**src/rtl/instr_queue_if.sv**
```systemverilog
// Instruction queue bus: parser push side plus I2C-controller valid/ready head side.
// master = parser/controller environment, slave = the queue itself.
`timescale 1ns/1ps
interface instr_queue_if #(
  parameter int DEPTH = 4,
  parameter int PTR_W = $clog2(DEPTH)
);
  logic             push;
  logic [7:0]       addr_in;
  logic [7:0]       op_in;
  logic [15:0]      data_in;
  logic             buffers_full;
  logic             instr_valid;
  logic             instr_ready;
  logic [7:0]       addr_out;
  logic [7:0]       op_out;
  logic [15:0]      data_out;
  logic [PTR_W:0]   count;
  logic             overflow;

  modport master (
    output push, addr_in, op_in, data_in, instr_ready,
    input  buffers_full, instr_valid, addr_out, op_out, data_out, count, overflow
  );

  modport slave (
    input  push, addr_in, op_in, data_in, instr_ready,
    output buffers_full, instr_valid, addr_out, op_out, data_out, count, overflow
  );
endinterface

```
**src/rtl/instr_queue.sv**
```systemverilog
// Circular instruction FIFO between the UART parser and the I2C controller.
// Define INSTR_QUEUE_EARLY_FULL_EN to raise buffers_full one entry early.
`timescale 1ns/1ps
module instr_queue #(
  parameter int DEPTH = 4,
  parameter int PTR_W = $clog2(DEPTH)
) (
  input  logic          clk,
  input  logic          reset,
  instr_queue_if.slave  bus
);

  typedef struct packed {
    logic [7:0]  addr;
    logic [7:0]  op;
    logic [15:0] data;
  } entry_t;

  localparam logic [PTR_W:0] FULL_CNT = (PTR_W + 1)'(DEPTH);

  entry_t           mem [DEPTH];
  logic [PTR_W-1:0] wr_ptr;
  logic [PTR_W-1:0] rd_ptr;
  logic [PTR_W:0]   count;
  logic             overflow;
  logic             full;
  logic             do_push;
  logic             do_pop;

  // count alone decides full/empty, so pointers can wrap freely.
  assign full    = (count == FULL_CNT);
  assign do_push = bus.push && !full;
  assign do_pop  = (count != '0) && bus.instr_ready;

  // NOTE: sequential state uses non-blocking assignments so every register
  // samples pre-edge values regardless of statement order.
  always_ff @(posedge clk or negedge reset) begin
    if (!reset) begin
      wr_ptr   <= '0;
      rd_ptr   <= '0;
      count    <= '0;
      overflow <= 1'b0;
    end else begin
      if (do_push) wr_ptr <= wr_ptr + 1'b1;
      if (do_pop)  rd_ptr <= rd_ptr + 1'b1;
      unique case ({do_push, do_pop})
        2'b10:   count <= count + 1'b1;
        2'b01:   count <= count - 1'b1;
        default: count <= count;
      endcase
      // A push against a full queue is dropped even if a pop frees a slot.
      if (bus.push && full) overflow <= 1'b1;
    end
  end

  // NOTE: storage is reset on purpose so the head fields read zero after
  // reset; drop this reset only if that visible-zero guarantee is not needed.
  always_ff @(posedge clk or negedge reset) begin
    if (!reset) begin
      for (int i = 0; i < DEPTH; i++) mem[i] <= '0;
    end else if (do_push) begin
      mem[wr_ptr] <= '{addr: bus.addr_in, op: bus.op_in, data: bus.data_in};
    end
  end

  assign bus.instr_valid = (count != '0);
  assign bus.addr_out    = mem[rd_ptr].addr;
  assign bus.op_out      = mem[rd_ptr].op;
  assign bus.data_out    = mem[rd_ptr].data;
  assign bus.count       = count;
  assign bus.overflow    = overflow;

`ifdef INSTR_QUEUE_EARLY_FULL_EN
  // One slot held back for an instruction the parser is already receiving.
  assign bus.buffers_full = (count >= FULL_CNT - 1'b1);
`else
  assign bus.buffers_full = full;
`endif

endmodule

```
**src/flat_wrapper.sv**
```systemverilog
// flat-port wrapper written by rule: the top's interface ports become plain ports
module instr_queue_flat 
#(
  parameter int DEPTH = 4,
  parameter int PTR_W = $clog2(DEPTH)
)
  (clk, reset, bus_push, bus_addr_in, bus_op_in, bus_data_in, bus_instr_ready, bus_buffers_full, bus_instr_valid, bus_addr_out, bus_op_out, bus_data_out, bus_count, bus_overflow);
  instr_queue_if #(.DEPTH(DEPTH), .PTR_W(PTR_W)) bus_i ();
  input  logic clk;
  input  logic reset;
  input wire logic [$bits(bus_i.push)-1:0] bus_push;
  input wire logic [$bits(bus_i.addr_in)-1:0] bus_addr_in;
  input wire logic [$bits(bus_i.op_in)-1:0] bus_op_in;
  input wire logic [$bits(bus_i.data_in)-1:0] bus_data_in;
  input wire logic [$bits(bus_i.instr_ready)-1:0] bus_instr_ready;
  output wire logic [$bits(bus_i.buffers_full)-1:0] bus_buffers_full;
  output wire logic [$bits(bus_i.instr_valid)-1:0] bus_instr_valid;
  output wire logic [$bits(bus_i.addr_out)-1:0] bus_addr_out;
  output wire logic [$bits(bus_i.op_out)-1:0] bus_op_out;
  output wire logic [$bits(bus_i.data_out)-1:0] bus_data_out;
  output wire logic [$bits(bus_i.count)-1:0] bus_count;
  output wire logic [$bits(bus_i.overflow)-1:0] bus_overflow;
  assign bus_i.push = bus_push;
  assign bus_i.addr_in = bus_addr_in;
  assign bus_i.op_in = bus_op_in;
  assign bus_i.data_in = bus_data_in;
  assign bus_i.instr_ready = bus_instr_ready;
  assign bus_buffers_full = bus_i.buffers_full;
  assign bus_instr_valid = bus_i.instr_valid;
  assign bus_addr_out = bus_i.addr_out;
  assign bus_op_out = bus_i.op_out;
  assign bus_data_out = bus_i.data_out;
  assign bus_count = bus_i.count;
  assign bus_overflow = bus_i.overflow;
  instr_queue #(.DEPTH(DEPTH), .PTR_W(PTR_W)) u_core (.clk(clk), .reset(reset), .bus(bus_i));
endmodule
```
**config.mk**
```make
export PLATFORM = sky130hd
export DESIGN_NAME = instr_queue_flat
export DESIGN_NICKNAME = d
export VERILOG_FILES = /design/src/rtl/instr_queue_if.sv /design/src/rtl/instr_queue.sv /design/src/flat_wrapper.sv
export SDC_FILE = /design/constraint.sdc
export NUM_CORES = 1
export LEC_CHECK = 0
export BUFFER_PORTS_ARGS = -buffer_cell sky130_fd_sc_hd__buf_4
export CAP_MARGIN = 25
export CORE_ASPECT_RATIO = 2
export CORE_MARGIN = 8
export CORE_UTILIZATION = 52
export DETAILED_ROUTE_END_ITERATION = 7
export MAX_ROUTING_LAYER = met4
export PLACE_DENSITY = 0.72
export SLEW_MARGIN = 20
export SYNTH_ARGS = -nofsm -noshare
export SYNTH_HDL_FRONTEND = slang
export SYNTH_SLANG_ARGS = --single-unit
```
**constraint.sdc**
```tcl
create_clock -name clk -period 2.14 [get_ports clk]
set_clock_uncertainty 0.15 [all_clocks]
set_input_delay 0.321 -clock clk [delete_from_list [all_inputs] [get_ports clk]]
set_output_delay 0.321 -clock clk [all_outputs]
set_load 0.005 [all_outputs]
```
# --- Word level (Yosys, flattened, before mapping) ---
# Cells that the tools add are included.
word_totals:
  output_inout_bits: 38
  word_cells: 42
  reg_bits: 136
  in_bits: 36
classes:
  n_reduce_logical: 7
  magnitude_cmp: 3
  eq_ne: 3
  n_addsub: 4
  n_mux: 7
  bitwise_logic: 2
ops:
  columns: ["operator", "count"]
  rows:
  - ["bitwise mux 128 bit", 1]
  - ["2-to-1 mux 32 bit", 3]
  - ["binary-select mux 32 bit (select 2 bit)", 1]
  - ["demux 32 bit (select 2 bit)", 1]
  - [">= comparator 3 bit (second input constant)", 2]
  - ["inverter 2 -> 3 bit", 2]
  - ["one-hot mux 3 bit (2 select lines)", 1]
  - ["adder 2 x 1 -> 2 bit (second input constant)", 2]
  - ["logical AND 1 bit", 4]
  - ["adder 3 x 1 -> 3 bit (second input constant)", 1]
  - ["== test 3 bit (second input constant)", 1]
  - ["less-than comparator 3 x 1 -> 1 bit (second input constant)", 1]
  - ["nonzero test 3 bit", 1]
  - ["subtractor 3 x 1 -> 3 bit (second input constant)", 1]
  - ["== test 2 x 1 -> 1 bit (second input constant)", 1]
  - ["== test 2 bit (second input constant)", 1]
  - ["nonzero test 2 bit", 1]
  - ["zero test 1 bit", 1]

# --- Logic depth before layout (Yosys ltp) ---
logic_depth:
  word_depth: 6
  mapped_depth: 8
  ltp_nobuf: 8

# --- Worst setup path before layout ---
# No wires, ideal clock.
synth_timing:
  kind: "reg-to-reg"
  start: "register u_core.count[0], in the netlist u_core.bus.count[0]"
  end: "register u_core.count[2], in the netlist u_core.bus.count[2]"
  path_buffers: 0
  path_stages_with_launch: 9
  setup_time_ns: 0.079
  required_ns: 1.911
  path_slack_ns: -0.049
  t_arrival_ns: 1.960
  period_less_slack_ns: 2.189
  cell_sequence: "dfrtp_1 nor3b_2 nand2b_1 ha_1 inv_1 fa_1 xor2_1 nor2_1 xor2_1"
synth_via:
  elab_chain_cells: 5
  word_cells_on_any_way: 11
  classes_between: "add/sub (2); eq/ne (3); mux (1); reduce/logical (5)"
synth_lines:
  columns: ["item", "line_no", "rtl"]
  rows:
  - ["from (decl)", "instr_queue.sv:24", "logic [PTR_W:0] count;"]
  - ["from (signal assigned)", "instr_queue.sv:47", "2'b10: count <= count + 1'b1;"]
  - ["from (signal assigned)", "instr_queue.sv:48", "2'b01: count <= count - 1'b1;"]
  - ["from (signal assigned)", "instr_queue.sv:49", "default: count <= count;"]
  - ["== test 3 bit (*)", "instr_queue.sv:31", "assign full = (count == FULL_CNT);"]
  - ["net bus_buffers_full", "flat_wrapper.sv:16", "output wire logic [$bits(bus_i.buffers_full)-1:0] bus_buffers_full;"]
  - ["zero test 1 bit (*)", "instr_queue.sv:32", "assign do_push = bus.push && !full;"]
  - ["logical AND 1 bit (*)", "instr_queue.sv:32", null]
  - ["== test 2 x 1 -> 1 bit / == test 2 bit (equally long branches)", "instr_queue.sv:46", "unique case ({do_push, do_pop})"]
  - ["one-hot mux 3 bit (2 select lines) / nonzero test 2 bit (equally long branches)", null, null]
# Mark *: on every way through the listed nets, which the timed path passes. The rest lies on a longest branch.
# A chain may end at the register's enable or synchronous reset.

# --- Worst setup path in the final report ---
layout_timing:
  start: "register u_core.rd_ptr[0]"
  end: "output port bus_data_out[0]"
layout_via:
  elab_chain_cells: 4
layout_lines:
  columns: ["item", "line_no", "rtl"]
  rows:
  - ["from (decl)", "instr_queue.sv:23", "logic [PTR_W-1:0] rd_ptr;"]
  - ["from (signal assigned)", "instr_queue.sv:45", "if (do_pop) rd_ptr <= rd_ptr + 1'b1;"]
  - ["inverter 2 -> 3 bit (not written as such)", "instr_queue.sv:69", "assign bus.data_out = mem[rd_ptr].data;"]
  - ["binary-select mux 32 bit (select 2 bit)", "instr_queue.sv:69", null]
  - ["2-to-1 mux 32 bit (2 in a row)", null, null]
  - ["to (decl)", "flat_wrapper.sv:20", "output wire logic [$bits(bus_i.data_out)-1:0] bus_data_out;"]
# No other way between the ends. The select of a mux whose other input is x is not followed.

==> results_dict.tcl <==
set metrics [dict create \
    syn_to_final_growth_pct 30.8 \
    post-place-ws_ns 0.0493 \
    start_util_pct 53.0 \
    slew-limit-headroom_pct 74.5 \
    crit_slowest_cell "mux4_2" \
    cp_slowest_stage_delay_ns 0.52 \
    synth-edff-count 0 \
    port_buffers 73 \
    grt_antenna_before_repair 0 \
    finalHoldViolCount 0 \
    rsz0062_at_grt "yes" \
    start_kind "flop" \
    setup_violations 32 \
    rows 55 \
    hp-class "input port to flop" \
    worst_pin_slew_ns 0.383 \
    grt_max_degree 59 \
    timing.rr.start "u_core.bus.count[1]" \
    status "finished with violations" \
    finalCriticalPeriod_ns 2.26 \
    cp_common_cell "buf_4" \
    gr-total-overflow 0 \
    finalCritPeriodShare_pct 106 \
    required_ns 1.67 \
    worstHoldStart "bus_op_in[5]" \
    cp_num_buf_inv 3 \
    synth_compound_area_share_pct 0.274 \
    ys_top_cells_by_area "dfrtp_1 (57%), mux2_2 (24%), mux4_2 (12%)" \
    drtIter0Drc 120 \
    end_kind "primary output" \
    clkTransAtPathRegs_ns 0.06 \
    via_count 3367 \
    cp_top_family "multiplexers" \
    cts_tree "done" \
    power.density_nw_per_um2 1740 \
    cts_inserted_buffers 17 \
    hpwl_um 7830 \
    yosysUniqueCellTypes 19 \
    synth_top_area_share_pct 57.3 \
    synth.most_common_cell "dfrtp_1" \
    worstPathMaxFanout 8 \
    dieHeight_um 167 \
    place_congestion 0.750 \
    die_area_um2 15300 \
    p_leak_uw 0.00333 \
    finalNetCount 500 \
    syn_avg_cell_area_um2 17.0 \
    synthTopCellsByCount "dfrtp_1 (136), mux2_2 (129), mux4_2 (32)" \
    fin_cells 613 \
    synth-simple-area-share_pct 1.05 \
    startpoint "u_core.rd_ptr[0]" \
    clock_latency_ns 0.42 \
    cp.arrival_ns 1.79 \
    synth.cell_area_um2 5940 \
    dieWidth_um 91.6 \
    synth_xor_area_share_pct 0.884 \
    syn_nets 392 \
    ys_async_sr_fraction_pct 100 \
    drcViolationCount 0 \
    yosysSeqAreaShare_pct 57.3 \
    cts_root_buffer "clkbuf_16" \
    synthMuxAreaShare_pct 36.7 \
    ys_seq_elements 136 \
    setup_tns_ns -2.77 \
    cts.sinks 136 \
    avgRoutedWirePerCell_um 20.4 \
    criticalPathCategory "flop to primary output" \
    io_pins 74 \
    drv_slew 0 \
    max-clock-path-buffers 2 \
    peakVddDrop_mv 0.996 \
    drive_gt1_share_pct 63.7 \
    synth_fa_ha_area_share_pct 1.39 \
    yosysTopAreaCell "dfrtp_1" \
    grt_pass1_wl_um 20700 \
    synth_top_family_by_area "multiplexers" \
    setup_ws_ns -0.121 \
    firstDrtPassIters 4 \
    ant_nets 0 \
    htree_num_levels 4 \
    grt_usage_pct 17.9 \
    path_cells "buf_4 -> buf_12 -> mux4_2 -> buf_4" \
    fmax_mhz 442 \
    core_um2 11200 \
    nFillCells 767 \
    final_util_pct 69.3 \
    num_antenna_cells 0 \
    synth_cells 350 \
    yosysWarnings 0 \
    ys.flop_type "dfrtp_1" \
    grt_pass1_vias 3919 \
    violations "setup timing" \
    dp_cells 558 \
    via_per_inst 5.49 \
    routed_wirelength_um 12500 \
    cap_viol_max_count 0 \
]
## cells by family after synthesis
| family | count (synthesis) |
|---|---|
| XOR/XNOR | 6 |
| flip-flops | 136 |
| buffers and inverters | 25 |
| adder cells (fa/ha/maj) | 6 |
| AND/OR/NAND/NOR | 13 |
| AO/OA/AOI/OAI | 2 |
| multiplexers | 162 |
## per-stage QoR
step	instance area [um^2]	hold WS [ns]	power, uW
after floorplan	5960	-0.125	7820
final	7780	0.0133	13600
after global placement	6790	0.0936	9790
after detailed placement	6790	0.101	10000
after global routing	7780	0.00336	14300
after CTS	7690	0.000330	13500
## metal layers
metal / GRT usage [%] / up-vias / routed length [um]
li1: - / 1498 / -
met1: 19.4 / 1799 / 4850
met2: 30.3 / 54 / 6930
met3: 5.24 / 16 / 499
met4: 6.10 / 0 / 196
met5: - / - / 0
## flip-flops by register name, summed over array words and instances, names as in the netlist
name and count:
u_core.wr_ptr 2, u_core.rd_ptr 2, u_core.bus.count 3, u_core.bus.overflow 1, u_core.mem 128
## report_power, final
group	total, uW	internal, uW	switching [uW]
Clock	3190	2070	1110
Combinational	5720	3730	1980
Sequential	4650	3920	734
## cell usage in the layout (no fill, tap or decap), types with 4 or more instances in the layout
cell	netlist	routed
dlygate4sd3_1	0	14
buf_12	0	8
buf_6	0	14
clkinv_4	0	4
inv_1	5	5
buf_4	12	70
dfrtp_1	136	132
clkbuf_16	0	18
nor2_4	0	4
dfrtp_2	0	4
bufinv_16	0	5
nand2_1	5	5
ha_1	5	4
mux2_2	129	129
mux4_2	32	32
## worst paths after layout
kind,end,slack [ns],cells past startpoint
hold / removal,u_core.mem[117],0.01,2
setup / recovery,bus_data_out[0],-0.12,4
hold reg to reg,u_core.bus.overflow,0.31,1
max in group asynchronous,u_core.mem[37],0.97,3
setup reg to reg,u_core.bus.count[2],0.14,8
min in group asynchronous,u_core.mem[124],0.23,2
## what timing repair did
item                                   in CTS  in global routing
setup buffers                               5                  2
gates resized for setup                     5                 17
hold buffers                               14                  0
gates cloned                                2                  1
setup endpoints to repair                  32                 33
endpoints found under the hold margin      64                  0
pin swaps                                   0                  2
## layout make-up
type | count | area (um^2) | area share (%)
clock buffers | 17 | 425 | 5.47
well taps | 142 | 178 | 2.28
repair buffers | 109 | 1060 | 13.7
multi-input cells | 189 | 2460 | 31.6
clock inverters | 15 | 226 | 2.91
inverters | 5 | 18.8 | 0.241
flip-flops and latches | 136 | 3410 | 43.8
Note: power is estimated with default switching activity, not from simulation.
